<file path="config.mk">
export PLATFORM = sky130hd
export DESIGN_NAME = clock_set_ctrl
export DESIGN_NICKNAME = d
export VERILOG_FILES = /design/src/rtl/clock_pkg.sv /design/src/rtl/clock_field_adj.sv /design/src/rtl/clock_set_ctrl.sv
export SDC_FILE = /design/constraint.sdc
export NUM_CORES = 1
export LEC_CHECK = 0
export ABC_CLOCK_PERIOD_IN_PS = 2850
export CAP_MARGIN = 10
export CORE_ASPECT_RATIO = 1.4
export CORE_UTILIZATION = 46
export CTS_CLUSTER_SIZE = 14
export DETAILED_ROUTE_END_ITERATION = 10
export DONT_BUFFER_PORTS = 1
export GPL_TIMING_DRIVEN = 1
export HOLD_SLACK_MARGIN = 0.03
export PLACE_DENSITY = 0.59
export SETUP_SLACK_MARGIN = 0.02
export SLEW_MARGIN = 20
export SYNTH_ARGS = -nofsm -noshare
export SYNTH_HDL_FRONTEND = slang
export SYNTH_HIERARCHICAL = 1
export SYNTH_SLANG_ARGS = --single-unit
</file>
<file path="constraint.sdc">
create_clock -name clk -period 2.85 [get_ports clk]
set_clock_uncertainty 0.05 [all_clocks]
set_input_delay 0.285 -clock clk [delete_from_list [all_inputs] [get_ports clk]]
set_output_delay 0.285 -clock clk [all_outputs]
set_load 0.01 [all_outputs]
</file>
<file path="src/rtl/clock_pkg.sv">
// clock_pkg: shared widths, limits and edit-state encoding for the clock-set controller.
//   HOUR_W/MIN_W/SEC_W : field widths
//   MAX_MINSEC         : wrap limit for minutes and seconds
//   state_t            : RUN=0, SET_H=1, SET_M=2, SET_S=3 (driven directly on mode)
package clock_pkg;

    localparam int HOUR_W     = 5;
    localparam int MIN_W      = 6;
    localparam int SEC_W      = 6;
    localparam int MAX_MINSEC = 59;

    typedef enum logic [1:0] {
        RUN   = 2'd0,
        SET_H = 2'd1,
        SET_M = 2'd2,
        SET_S = 2'd3
    } state_t;

    // Blank-mask bit of the field being edited, ordered {hour,min,sec}.
    function automatic logic [2:0] field_mask(input state_t s);
        return (s == SET_H) ? 3'b100 : (s == SET_M) ? 3'b010 : (s == SET_S) ? 3'b001 : 3'b000;
    endfunction

endpackage

</file>
<file path="src/rtl/clock_field_adj.sv">
// clock_field_adj: one wrapping up/down time field with clamped parallel load.
//   clk, rst : clock, synchronous active-high reset (value -> 0)
//   ld       : load ld_val, clamped to LIMIT (has priority over inc/dec)
//   inc/dec  : step up/down with wrap LIMIT<->0 (caller keeps them exclusive)
//   val      : registered field value, always within 0..LIMIT
module clock_field_adj #(
    parameter int W     = 6,
    parameter int LIMIT = 59
) (
    input  logic         clk,
    input  logic         rst,
    input  logic         ld,
    input  logic [W-1:0] ld_val,
    input  logic         inc,
    input  logic         dec,
    output logic [W-1:0] val
);

    localparam logic [W-1:0] LIM = W'(LIMIT);

    logic [W-1:0] val_q, val_d;

    always_comb begin
        val_d = ld  ? ((ld_val > LIM) ? LIM : ld_val) :
                inc ? ((val_q >= LIM) ? '0 : val_q + 1'b1) :
                dec ? ((val_q == '0 || val_q > LIM) ? LIM : val_q - 1'b1) :
                val_q;
    end

    always_ff @(posedge clk) begin
        if (rst) val_q <= '0;
        else     val_q <= val_d;
    end

    assign val = val_q;

endmodule

</file>
<file path="src/rtl/clock_set_ctrl.sv">
// clock_set_ctrl: key-driven time-setting FSM with per-field blink and optional idle timeout.
//   clk, rstn              : clock, synchronous active-high reset (rstn=1 resets)
//   key_mode/inc/dec       : single-cycle key pulses (advance field / adjust)
//   tick_ms                : 1 ms strobe for blink and timeout
//   cur_hour/min/sec       : live time, captured on entry to edit
//   set_hour/min/sec, load : edited time and one-cycle commit strobe
//   run_en, blank, mode    : counter enable, {hour,min,sec} blank mask, state
// Define CLOCK_SET_TIMEOUT_EN to return to RUN (without load) after TIMEOUT_MS idle ticks.
module clock_set_ctrl import clock_pkg::*; #(
    parameter int MAX_HOUR   = 23,
    parameter int BLINK_DIV  = 250,
    parameter int TIMEOUT_MS = 10000
) (
    input  logic              clk,
    input  logic              rstn,
    input  logic              key_mode,
    input  logic              key_inc,
    input  logic              key_dec,
    input  logic              tick_ms,
    input  logic [HOUR_W-1:0] cur_hour,
    input  logic [MIN_W-1:0]  cur_min,
    input  logic [SEC_W-1:0]  cur_sec,
    output logic [HOUR_W-1:0] set_hour,
    output logic [MIN_W-1:0]  set_min,
    output logic [SEC_W-1:0]  set_sec,
    output logic              load,
    output logic              run_en,
    output logic [2:0]        blank,
    output logic [1:0]        mode
);

    localparam int BW = $clog2(BLINK_DIV + 1);

    state_t        state_q, state_d;
    logic          run_en_q, run_en_d;
    logic          load_q, load_d;
    logic [2:0]    blank_q, blank_d;
    logic [BW-1:0] blink_q, blink_d;
    logic          phase_q, phase_d;
    logic          in_set, inc_ok, dec_ok, capture, blink_clr, blink_wrap, timeout;

    always_comb begin
        in_set  = state_q != RUN;
        // Mode wins over adjust, and simultaneous inc+dec cancel out.
        inc_ok  = in_set && !key_mode && key_inc && !key_dec;
        dec_ok  = in_set && !key_mode && key_dec && !key_inc;
        capture = (state_q == RUN) && key_mode;
        // The encoding makes "next field" a plain increment; SET_S+1 wraps to RUN.
        state_d = key_mode ? state_t'(state_q + 2'd1) : timeout ? RUN : state_q;
        load_d   = (state_q == SET_S) && key_mode;
        run_en_d = state_d == RUN;
        // Field shown solid on entering a field and after every accepted adjust.
        blink_clr  = (state_d == RUN) || (state_d != state_q) || inc_ok || dec_ok;
        blink_wrap = tick_ms && (blink_q == BW'(BLINK_DIV - 1));
        blink_d = blink_clr ? '0 : blink_wrap ? '0 : tick_ms ? blink_q + 1'b1 : blink_q;
        phase_d = blink_clr ? 1'b0 : blink_wrap ? ~phase_q : phase_q;
        blank_d = phase_d ? field_mask(state_d) : 3'b000;
    end

    always_ff @(posedge clk) begin
        if (rstn) begin
            state_q  <= RUN;
            run_en_q <= 1'b1;
            load_q   <= 1'b0;
            blank_q  <= 3'b000;
            blink_q  <= '0;
            phase_q  <= 1'b0;
        end else begin
            state_q  <= state_d;
            run_en_q <= run_en_d;
            load_q   <= load_d;
            blank_q  <= blank_d;
            blink_q  <= blink_d;
            phase_q  <= phase_d;
        end
    end

`ifdef CLOCK_SET_TIMEOUT_EN
    localparam int TW = $clog2(TIMEOUT_MS + 1);

    logic [TW-1:0] to_q, to_d;
    logic          key_any;

    always_comb begin
        key_any = key_mode || key_inc || key_dec;
        timeout = in_set && !key_any && tick_ms && (to_q == TW'(TIMEOUT_MS - 1));
        to_d    = (!in_set || key_any || timeout) ? '0 : tick_ms ? to_q + 1'b1 : to_q;
    end

    always_ff @(posedge clk) begin
        if (rstn) to_q <= '0;
        else      to_q <= to_d;
    end
`else
    assign timeout = 1'b0;
`endif

    clock_field_adj #(.W(HOUR_W), .LIMIT(MAX_HOUR)) u_hour (
        .clk    (clk),
        .rst    (rstn),
        .ld     (capture),
        .ld_val (cur_hour),
        .inc    (inc_ok && state_q == SET_H),
        .dec    (dec_ok && state_q == SET_H),
        .val    (set_hour)
    );

    clock_field_adj #(.W(MIN_W), .LIMIT(MAX_MINSEC)) u_min (
        .clk    (clk),
        .rst    (rstn),
        .ld     (capture),
        .ld_val (cur_min),
        .inc    (inc_ok && state_q == SET_M),
        .dec    (dec_ok && state_q == SET_M),
        .val    (set_min)
    );

    clock_field_adj #(.W(SEC_W), .LIMIT(MAX_MINSEC)) u_sec (
        .clk    (clk),
        .rst    (rstn),
        .ld     (capture),
        .ld_val (cur_sec),
        .inc    (inc_ok && state_q == SET_S),
        .dec    (dec_ok && state_q == SET_S),
        .val    (set_sec)
    );

    assign load   = load_q;
    assign run_en = run_en_q;
    assign blank  = blank_q;
    assign mode   = state_q;

endmodule

</file>
# ---- Yosys cells after proc, flatten, opt, wreduce, memory -nomap -nowiden
# Index checks and enable logic that the tools add are counted.
dict set report classes {
  magnitude_cmp 9
  n_eq_ne 8
  multipliers 0
  n_reduce_logical 36
  n_bitwise 2
  div 0
  muxes 24
  shifts 0
  n_addsub 8
}
# op n
set op_table {}
lappend op_table {{$mux 6} 12}
lappend op_table {{$mux 5} 6}
lappend op_table {{$gt 6x6->1 const B} 4}
lappend op_table {{$logic_and 1x1->1} 14}
lappend op_table {{$add 6x1->6 const B} 2}
lappend op_table {{$ge 6x6->1 const B} 2}
lappend op_table {{$logic_not 6->1} 2}
lappend op_table {{$sub 6x1->6 const B} 2}
lappend op_table {{$gt 5x5->1 const B} 2}
lappend op_table {{$reduce_bool 3->1} 3}
lappend op_table {{$add 8x1->8 const B} 1}
lappend op_table {{$eq 2x2->1 const B} 4}
lappend op_table {{$eq 8x8->1 const B} 1}
lappend op_table {{$logic_or 1x1->1} 6}
lappend op_table {{$reduce_or 3->1} 2}
lappend op_table {{$add 5x1->5 const B} 1}
lappend op_table {{$ge 5x5->1 const B} 1}
lappend op_table {{$logic_not 5->1} 1}
lappend op_table {{$sub 5x1->5 const B} 1}
lappend op_table {{$eq 2x1->1 const B} 2}
lappend op_table {{$logic_not 2->1} 2}
lappend op_table {{$mux 2} 2}
lappend op_table {{$reduce_or 4->1} 1}
lappend op_table {{$logic_not 1->1} 3}
lappend op_table {{7 further kinds} 10}
dict set report word_totals {
  reg_bits 33
  latch_bits 0
  romBits 0
  ram_bits 0
  elab_cells 98
  output_inout_bits 24
  mem_count 0
}

# ---- Logic depth before layout (Yosys ltp)
# Gate-level depths: netlist (run 1).
dict set report depth {
  depth_word 9
  mapped_depth 10
}

# ---- By module
# Netlist (run 1), hierarchy kept.
# module cells_per_inst n_inst area_per_inst_um2
set modules_own_cells {}
lappend modules_own_cells {{clock_field_adj at u_min ...} 89 2 638.1}
lappend modules_own_cells {clock_set_ctrl 91 1 862.1}
lappend modules_own_cells {{clock_field_adj at u_hour} 68 1 535.5}

# ---- Worst setup path before layout (run 1)
# OpenSTA, ideal clock, no wires.
dict set report synth_path {
  path_kind {flip-flop to flip-flop}
  from {register state_q[0], in the netlist mode[0]}
  to {register u_min.val_q[5], in the netlist u_min/val[5]}
  n_path_buf 1
  arrival_ns 2.207
  setup_time_ns 0.086
  required_ns 2.714
  path_stages_with_launch 10
  synth_period_minus_slack_ns 2.343
  path_slack_ns 0.507
  path_cell_list {dfxtp_1 inv_1 ha_1 nor4b_1 and2_1 buf_2 nand4_1 or3_1 a31o_2 a211oi_1}
}
dict set report synth_between {
  elab_chain_cells 7
  word_cells_on_any_way 14
  cone_classes {eq/ne (1); mux (2); reduce/logical (11)}
}
# item line_no
set synth_lines {}
lappend synth_lines {{start: declaration} clock_set_ctrl.sv:34} ;# state_t state_q, state_d;
lappend synth_lines {{start signal: assignment} clock_set_ctrl.sv:69} ;# state_q <= state_d;
lappend synth_lines {{$reduce_bool 2->1} clock_set_ctrl.sv:43} ;# in_set = state_q != RUN;
lappend synth_lines {{$logic_and 1x1->1} {clock_set_ctrl.sv:45, clock_set_ctrl.sv:46}}
lappend synth_lines {{$logic_and 1x1->1 (2 in series)} clock_set_ctrl.sv:45} ;# inc_ok = in_set && !key_mode && key_inc && !key_dec;
lappend synth_lines {{$logic_and 1x1->1} clock_set_ctrl.sv:113} ;# .inc (inc_ok && state_q == SET_M),
lappend synth_lines {{$mux 6} clock_field_adj.sv:25} ;# inc ? ((val_q >= LIM) ? '0 : val_q + 1'b1) :
lappend synth_lines {{$mux 6} clock_field_adj.sv:24} ;# val_d = ld ? ((ld_val > LIM) ? LIM : ld_val) :
lappend synth_lines {{end signal: assignment} clock_field_adj.sv:32} ;# else val_q <= val_d;
lappend synth_lines {{end: declaration} clock_field_adj.sv:21} ;# logic [W-1:0] val_q, val_d;
# Parallel ways exist; a longest one is shown, timed or not.
# A chain may end at the register's enable or synchronous reset.

# ---- Worst setup path after layout (run 1)
dict set report layout_path {
  from {register state_q[0], in the netlist mode[0]}
  to {register u_min.val_q[4], in the netlist u_min/val[4]}
}
# The elaborated chain is that of the path after synthesis.

==> results of run 1 <==
==> sequential cells by signal, indices dropped and copies added, names as in the netlist <==
| register | flops |
|---|---|
| u_sec/val | 6 |
| load | 1 |
| mode | 2 |
| run_en | 1 |
| blink_q | 8 |
| u_hour/val | 5 |
| blank | 3 |
| u_min/val | 6 |
| phase_q | 1 |
==> worst min-delay path by stage <==
stage	startpoint	endpoint	slack [ns]	cells after the start
final	rstn	run_en	0.05	1
after global routing	rstn	run_en	0.04	1
after CTS	rstn	run_en	0.03	1
after detailed placement	rstn	u_sec/val[4]	0.31	1
after global placement	rstn	u_hour/val[0]	0.31	1
after floorplan	rstn	u_hour/val[0]	0.30	1
==> metal layers <==
metal	part of all wire	routed length (um)	vias up	track usage
met3	0.063	416	5	0.0609
met4	0.0097	64	0	0.0762
li1	-	-	1220	-
met2	0.51	3340	64	0.393
met5	0	0	-	0
met1	0.42	2750	1158	0.273
==> worst register-to-register path: cells and delay by family (launching register included) <==
family	cells	cell delay, ns
adders and majority gates	1	0.27
and+or+nand+nor	3	1.08
AOI/OAI and AO/OA	3	0.51
DFF	1	0.48
buffers and inverters	1	0.11
==> kinds of logic after synthesis <==
logic type,count (synthesis),share of synthesized area
simple gates,129,0.285
compound gates,93,0.254
buf+inv,50,0.0824
flops,33,0.247
fa+ha+maj,18,0.0842
xor+xnor,11,0.0360
mux,3,0.0112
==> cell usage after synthesis (4+ instances only) <==
master     number
o211ai_1       10
inv_1          26
nand2_1        24
or3_1          11
a2111oi_2       4
nor3_1         12
ha_1           18
and2_1          7
xnor2_1         7
a21oi_1        14
a211oi_1        5
nor4b_1         4
xor2_1          4
a211o_1         4
nand3_1         4
a31oi_1        10
nor3b_1         5
nor2_1         21
a21o_1          6
buf_2          12
o21ai_0        13
nor4_1          6
clkbuf_1        7
dfxtp_1        33
nand4_1         9
o22ai_1         4
o2111ai_1       4
==> power breakdown <==
part           total, uW  internal [uW]  switching, uW
Sequential           576            491           85.4
Combinational        319            139            180
Clock                372            171            200
==> final cells by class <==
cell class	instances	area (um^2)
fill	536	2770
clock inverter	3	22.5
sequential	33	661
inverter	26	97.6
multi-input combinational	254	1800
clock buffer	5	68.8
tap	68	85.1
timing repair buffer	8	65.1
==> repair_timing <==
| action | in CTS | in global routing |
|---|---|---|
| buffers inserted | 0 | 0 |
| gates resized for setup | 0 | 1 |
| hold buffers | 2 | 0 |
| setup endpoints to repair | 0 | 4 |
| hold endpoints to repair | 16 | 0 |
==> per-stage QoR <==
step                      setup slack, ns  hold WS (ns)  cells  area [um^2]
after global routing               0.0354        0.0434    397         2800
after floorplan                     0.507         0.304    337         2670
after CTS                           0.209        0.0303    397         2790
after global placement              0.373         0.309    387         2680
after detailed placement            0.278         0.309    387         2680
final                               0.286        0.0508    397         2800
==> impl_metrics.py, run 1 <==
metrics = {
    "yosys": {
        "ys_ff_latch": 33,
        "ys_types": 57,
        "synth_edf_count": 0,
        "yosys.area.top_type": "dfxtp_1",
        "synthTopCellsByArea": "dfxtp_1 (25%), ha_1 (8.4%), inv_1 (3.6%), nand2_1 (3.4%), nor2_1 (2.9%)",
        "synth_flop_cell": "dfxtp_1",
        "avgSynthCellArea_um2": 7.93,
        "yosys_warnings": 6,
        "synthArstFlopShare": 0,
        "synth_top_area_share": 0.247,
        "syn_nets": 378,
        "netlist_instances": 337,
        "synth_area_mm2": 0.00267,
        "ys_seq_area_frac": 0.247,
    },
    "routing": {
        "drtAntennaViolNets": 0,
        "wl_per_cell_um": 16.6,
        "drc": 0,
        "wirelength_mm": 6.57,
        "via_per_inst": 6.16,
        "first_pass_iters": 4,
        "num_vias": 2447,
        "drt_iter0_drc": 203,
    },
    "pwr": {
        "p_leak_uw": 0.00102,
        "p_total_uw": 1270,
        "irDropWorstVdd_mv": 0.329,
        "power_density_mw_per_mm2": 452,
    },
    "placed_design": {
        "dp_hpwl_mm": 4.69,
        "io_buffer_count": 0,
        "gp_congestion": 0.810,
    },
    "worst_setup_path": {
        "end_kind": "flop",
        "slowest_stage": "dfxtp_1",
        "path_buf_inv": 1,
        "worstSetupPathDepth": 8,
        "endpoint": "u_min/val[4]",
        "r2r_slack_ns": 0.29,
        "cp_max_fo": 7,
        "required_ns": 3.02,
        "path_cells": "inv_1 -> ha_1 -> nor4b_1 -> and2_1 -> nor3b_1 -> a21boi_0 -> o211ai_1 -> a31oi_1",
        "r2r-start": "mode[0]",
        "crit_path_start": "mode[0]",
        "cpPeakStageDelay_ns": 0.48,
        "critPathTopFamily": "simple AND/OR/NAND/NOR gates",
        "startpoint_type": "flop",
        "critPathKind": "flop to flop",
        "r2r_end": "u_min/val[4]",
        "rr_worst_depth": 8,
        "cp_data_arrival_time_ns": 2.73,
    },
    "cells_and_area": {
        "areaGrowthSynthToFinish_pct": 4.68,
        "nets": 369,
        "mostFrequentLayoutCells": "dfxtp_1 (33), inv_1 (26), nand2_1 (24), nor2_1 (21), ha_1 (18)",
        "diodes": 0,
        "layout_commonest_cell": "dfxtp_1",
        "drive_gt1_frac": 0.100,
        "utilization": 0.503,
    },
    "clock_tree": {
        "cts_buffers": 5,
        "insertion_delay_ns": 0.29,
        "htreeDepth": 2,
        "cts.sinks": 33,
        "cts_root_buf": "clkbuf_8",
        "cts_tree": "done",
        "clk_path_buf_depth": 2,
        "path_clk_slew_ns": 0.08,
    },
    "floorplan": {
        "die_h_um": 92.2,
        "core_area_mm2": 0.00557,
        "die_width_um": 66.4,
        "pin_count": 47,
        "dieArea_mm2": 0.00613,
        "num_rows": 32,
        "start_util": 0.480,
    },
    "grt": {
        "grt_pass1_vias": 2354,
        "grt_use_total": 0.230,
        "antenna_found_initial": 0,
        "grt_max_degree": 19,
        "grt_pass1_wl_mm": 11.0,
        "gr-total-overflow": 0,
    },
    "timing": {
        "max_freq_mhz": 390,
        "tightest_slew_ns": 0.766,
        "slew_violations": 0,
        "final.min_clock_period_ns": 2.56,
        "max_slew_margin": 0.488,
        "setup_viol": 0,
        "hold_viol": 0,
        "min_period_over_period": 0.899,
        "fin_tns_setup_ns": 0,
        "rsz0062_at_grt": "false",
    },
    "run": {
        "max_cap_violations": 0,
    },
    "outcome": {
        "status": "finished, final reports clean",
    },
    "min_path": {
        "hold_path.class": "primary input to flop",
    },
}
(Power assumes the default switching activity.)
==> run 2: changes to the inputs <==
--- a/config.mk
+++ b/config.mk
@@ -7,14 +7,15 @@
 export LEC_CHECK = 0
 export ABC_CLOCK_PERIOD_IN_PS = 2850
 export CAP_MARGIN = 10
+export CELL_PAD_IN_SITES_DETAIL_PLACEMENT = 2
+export CELL_PAD_IN_SITES_GLOBAL_PLACEMENT = 2
 export CORE_ASPECT_RATIO = 1.4
-export CORE_UTILIZATION = 46
+export CORE_UTILIZATION = 37
 export CTS_CLUSTER_SIZE = 14
 export DETAILED_ROUTE_END_ITERATION = 10
 export DONT_BUFFER_PORTS = 1
 export GPL_TIMING_DRIVEN = 1
-export HOLD_SLACK_MARGIN = 0.03
-export PLACE_DENSITY = 0.59
+export PLACE_DENSITY = 0.78
 export SETUP_SLACK_MARGIN = 0.02
 export SLEW_MARGIN = 20
 export SYNTH_ARGS = -nofsm -noshare
==> impl_metrics.py, run 2 (synthesized netlist as in run 1, its figures left out) <==
metrics = {
    "clock_tree": {
        "htreeDepth": 2,
        "post-cts-setup-buffer-count": 0,
        "path_clk_slew_ns": 0.08,
        "cts.sinks": 33,
        "cts_tree": "done",
        "cts_buffers": 5,
        "insertion_delay_ns": 0.30,
        "cts_root_buf": "clkbuf_8",
        "clk_path_buf_depth": 2,
    },
    "timing": {
        "setup_viol": 0,
        "fin_tns_setup_ns": 0,
        "hold_viol": 0,
        "rsz0062_at_grt": "false",
        "slew_violations": 0,
        "max_freq_mhz": 383,
        "max_slew_margin": 0.573,
        "min_period_over_period": 0.915,
        "tightest_slew_ns": 0.640,
        "final.min_clock_period_ns": 2.61,
        "fin_hold_ws_ns": 0.00868,
    },
    "worst_setup_path": {
        "required_ns": 3.02,
        "critPathKind": "flop to flop",
        "cp_max_fo": 11,
        "path_cells": "inv_1 -> ha_1 -> nor4b_1 -> and2_1 -> nor3b_1 -> a21boi_0 -> o211ai_1 -> a31oi_1",
        "path_buf_inv": 1,
        "critPathTopFamily": "simple AND/OR/NAND/NOR gates",
        "startpoint_type": "flop",
        "cpPeakStageDelay_ns": 0.47,
        "cp_data_arrival_time_ns": 2.78,
        "end_kind": "flop",
        "slowest_stage": "dfxtp_1",
    },
    "min_path": {
        "hold_path.class": "primary input to flop",
    },
    "cells_and_area": {
        "areaGrowthSynthToFinish_pct": 7.30,
        "n_fill_cell": 828,
        "largest_reg_flops": 8,
        "drive_gt1_frac": 0.101,
        "multi_input_area_mm2": 0.00180,
        "nets": 368,
        "diodes": 0,
        "largest-register": "blink_q",
        "layout_commonest_cell": "dfxtp_1",
        "seq_area_um2": 661,
        "mostFrequentLayoutCells": "dfxtp_1 (33), inv_1 (26), nand2_1 (24), nor2_1 (21), ha_1 (18)",
    },
    "floorplan": {
        "start_util": 0.383,
        "pin_count": 47,
        "core_area_mm2": 0.00698,
        "die_width_um": 73.8,
        "die_h_um": 103,
        "dieArea_mm2": 0.00758,
        "num_rows": 36,
    },
    "outcome": {
        "status": "finished, final reports clean",
    },
    "routing": {
        "via_per_inst": 6.02,
        "first_pass_iters": 4,
        "drt_iter0_drc": 57,
        "wl_per_cell_um": 19.5,
        "drtAntennaViolNets": 0,
        "wirelength_mm": 8.26,
        "drc": 0,
        "num_vias": 2548,
    },
    "grt": {
        "grt_pass1_vias": 2637,
        "gr-total-overflow": 0,
        "grt_pass1_wl_mm": 12.8,
        "antenna_found_initial": 0,
        "grt_use_total": 0.222,
        "grt_max_degree": 19,
    },
    "pwr": {
        "irDropWorstVdd_mv": 0.232,
        "power_density_mw_per_mm2": 514,
        "p_leak_uw": 0.00105,
    },
    "placed_design": {
        "io_buffer_count": 0,
        "gp_congestion": 0.752,
        "dp_hpwl_mm": 5.91,
    },
    "run": {
        "max_cap_violations": 0,
    },
}
==> run 2: cell types whose count changed in the layout (fill, tap and decap cells not counted) <==
cell,previous run,this run
bufinv_16,0,2
clkinvlp_4,3,0
inv_6,0,1
dlygate4sd3_1,2,1
==> run 2: timing repair <==
item	4_1_cts	5_1_grt
hold endpoints to repair	10	0
hold buffers	1	0
resized for setup	0	1
endpoints found under the setup margin	0	1
==> run 2: path summary, 6_finish.rpt <==
check	from	endpoint	slack, ns	depth (start not counted)
hold reg to reg	blink_q[6]	blink_q[6]	0.47	2
setup reg to reg	mode[1]	u_sec/val[4]	0.24	8
setup / recovery	mode[1]	u_sec/val[4]	0.24	8
hold / removal	rstn	u_sec/val[1]	0.009	1
==> run 2: metrics by stage <==
stage | util | power (uW) | cell area [um^2] | cells | setup WS [ns]
6_report | 0.411 | 1470 | 2870 | 423 | 0.242
3_3_place_gp | 0.389 | 903 | 2720 | 414 | 0.371
3_5_place_dp | 0.389 | 918 | 2720 | 414 | 0.265
4_1_cts | 0.410 | 1490 | 2860 | 423 | 0.163
2_1_floorplan | - | 840 | 2670 | 337 | 0.507
5_1_grt | 0.411 | 1540 | 2870 | 423 | 0.0702
==> run 2: area by class of cell <==
cell class | instances | area share
flip-flops and latches | 33 | 0.230
repair buffers | 7 | 0.0192
multi-input cells | 254 | 0.627
inverters | 26 | 0.0340
clock buffers | 5 | 0.0240
well taps | 95 | 0.0414
clock inverters | 3 | 0.0240
==> run 2: report_power, final <==
group / internal, uW / leakage [uW] / switching, uW
Sequential: 491 / 0.000270 / 88.2
Combinational: 141 / 0.000708 / 195
Clock: 352 / 0.0000687 / 207
==> run 2: metal layers <==
metal / GRT usage / share of wire
met1: 0.242 / 0.41
met2: 0.416 / 0.54
met3: 0.0362 / 0.033
met4: 0.0962 / 0.020
met5: 0 / 0
==> run 3: changes to the inputs <==
--- a/config.mk
+++ b/config.mk
@@ -5,8 +5,7 @@
 export SDC_FILE = /design/constraint.sdc
 export NUM_CORES = 1
 export LEC_CHECK = 0
-export ABC_CLOCK_PERIOD_IN_PS = 2850
-export CAP_MARGIN = 10
+export ABC_CLOCK_PERIOD_IN_PS = 2800
 export CELL_PAD_IN_SITES_DETAIL_PLACEMENT = 2
 export CELL_PAD_IN_SITES_GLOBAL_PLACEMENT = 2
 export CORE_ASPECT_RATIO = 1.4
==> constraint.sdc (replaced) <==
create_clock -name clk -period 2.8 [get_ports clk]
set_clock_uncertainty 0.05 [all_clocks]
set_input_delay 0.28 -clock clk [delete_from_list [all_inputs] [get_ports clk]]
set_output_delay 0.28 -clock clk [all_outputs]
set_load 0.01 [all_outputs]
==> impl_metrics.py, run 3 (synthesized netlist as in run 1, its figures left out) <==
metrics = {
    "floorplan": {
        "pin_count": 47,
        "core_area_mm2": 0.00698,
        "die_h_um": 103,
        "dieArea_mm2": 0.00758,
        "die_width_um": 73.8,
        "num_rows": 36,
        "start_util": 0.383,
    },
    "clock_tree": {
        "insertion_delay_ns": 0.30,
        "htreeDepth": 2,
        "cts.sinks": 33,
        "post-cts-setup-buffer-count": 0,
        "clk_path_buf_depth": 2,
        "cts_root_buf": "clkbuf_8",
        "cts_buffers": 5,
        "path_clk_slew_ns": 0.07,
        "cts_tree": "done",
    },
    "cells_and_area": {
        "largest_reg_flops": 8,
        "diodes": 0,
        "layout_commonest_cell": "dfxtp_1",
        "drive_gt1_frac": 0.103,
        "largest-register": "blink_q",
        "final_cells": 426,
        "seq_area_um2": 661,
        "areaGrowthSynthToFinish_pct": 7.67,
        "multi_input_area_mm2": 0.00180,
        "nets": 371,
        "mostFrequentLayoutCells": "dfxtp_1 (33), inv_1 (26), nand2_1 (24), nor2_1 (21), ha_1 (18)",
        "n_fill_cell": 792,
    },
    "timing": {
        "rsz0062_at_grt": "false",
        "final.min_clock_period_ns": 2.56,
        "max_slew_margin": 0.530,
        "hold_viol": 0,
        "slew_violations": 0,
        "min_period_over_period": 0.916,
        "setup_ws_ns": 0.236,
        "tightest_slew_ns": 0.703,
        "max_freq_mhz": 390,
        "setup_viol": 0,
        "fin_tns_setup_ns": 0,
    },
    "placed_design": {
        "gp_congestion": 0.804,
        "dp_cells": 415,
        "dp_hpwl_mm": 6.05,
        "place_ws_ns": 0.247,
        "io_buffer_count": 0,
    },
    "worst_setup_path": {
        "path_buf_inv": 1,
        "critPathKind": "flop to flop",
        "path_cells": "inv_1 -> ha_1 -> nor4b_2 -> and2_1 -> nand4_1 -> or3_1 -> a31o_2 -> a211oi_1",
        "cp_max_fo": 9,
        "critPathTopFamily": "simple AND/OR/NAND/NOR gates",
        "end_kind": "flop",
        "startpoint_type": "flop",
        "required_ns": 2.95,
        "cp_data_arrival_time_ns": 2.71,
        "cpPeakStageDelay_ns": 0.38,
        "r2r_slack_ns": 0.24,
        "slowest_stage": "and2_1",
    },
    "grt": {
        "grt_pass1_wl_mm": 14.0,
        "gr-total-overflow": 0,
        "grt_use_met2": 0.442,
        "antenna_found_initial": 0,
        "busiest_layer": "met2",
        "grt_use_met3": 0.0518,
        "grt_max_degree": 18,
        "grt_pass1_vias": 2811,
        "grt_use_total": 0.241,
        "use_met1": 0.269,
    },
    "routing": {
        "first_pass_iters": 4,
        "drt_iter0_drc": 75,
        "num_vias": 2599,
        "wirelength_mm": 8.69,
        "drtAntennaViolNets": 0,
        "wl_per_cell_um": 20.4,
        "via_per_inst": 6.10,
        "drc": 0,
    },
    "pwr": {
        "power_density_mw_per_mm2": 499,
        "p_total_uw": 1440,
        "p_leak_uw": 0.00105,
        "irDropWorstVdd_mv": 0.333,
    },
    "run": {
        "max_cap_violations": 0,
    },
    "min_path": {
        "hold_path.class": "primary input to flop",
    },
    "outcome": {
        "status": "finished, final reports clean",
    },
}
run 3: cell types whose count changed in the layout (fill, tap and decap cells not counted):
cell           previous run  this run
buf_4                     6         7
bufinv_16                 2         1
clkbuf_8                  5         6
clkinvlp_4                0         1
dlygate4sd3_1             1         3
inv_6                     1         0
run 3: per-stage QoR:
stage,utilization,hold slack [ns],area (um^2)
after floorplan,-,0.299,2670
after global placement,0.390,0.303,2720
after detailed placement,0.390,0.305,2720
after CTS,0.411,0.00266,2870
after global routing,0.412,0.00193,2880
final,0.412,0.0143,2880
run 3: metal layers:
| layer | routed length, um | vias to the layer above |
|---|---|---|
| li1 | - | 1223 |
| met1 | 3560 | 1317 |
| met2 | 4630 | 44 |
| met3 | 320 | 15 |
| met4 | 176 | 0 |
| met5 | 0 | - |
run 3: final timing paths:
kind,startpoint,end,cells past startpoint
worst min register to register,blink_q[6],blink_q[6],2
worst max register to register,mode[0],u_sec/val[5],8
worst min-delay path,rstn,u_sec/val[5],1
worst max-delay path,mode[0],u_sec/val[5],8
run 3: worst reg2reg max path: cells and delay by family (launching register included):
| kind | cells | cell delay, ns |
|---|---|---|
| simple gates | 4 | 1.29 |
| buf+inv | 1 | 0.06 |
| fa+ha+maj | 1 | 0.26 |
| compound gates | 2 | 0.48 |
| flops | 1 | 0.33 |
run 3: what timing repair did:
action,4_1_cts,5_1_grt
setup endpoints to repair,0,3
resized for setup,0,1
hold buffers,3,0
endpoints found under the hold margin,11,0
run 3: area by class of cell:
class / instances / share of cell area
clock inverter: 2 / 0.0130
tap: 95 / 0.0413
inverter: 26 / 0.0339
timing repair buffer: 10 / 0.0287
clock buffer: 6 / 0.0287
sequential: 33 / 0.229
multi-input combinational: 254 / 0.625
run 3: power by group:
part           internal [uW]  switching, uW  total (uW)
clock                    290            205         494
sequential               500           87.9         587
combinational            148            207         355
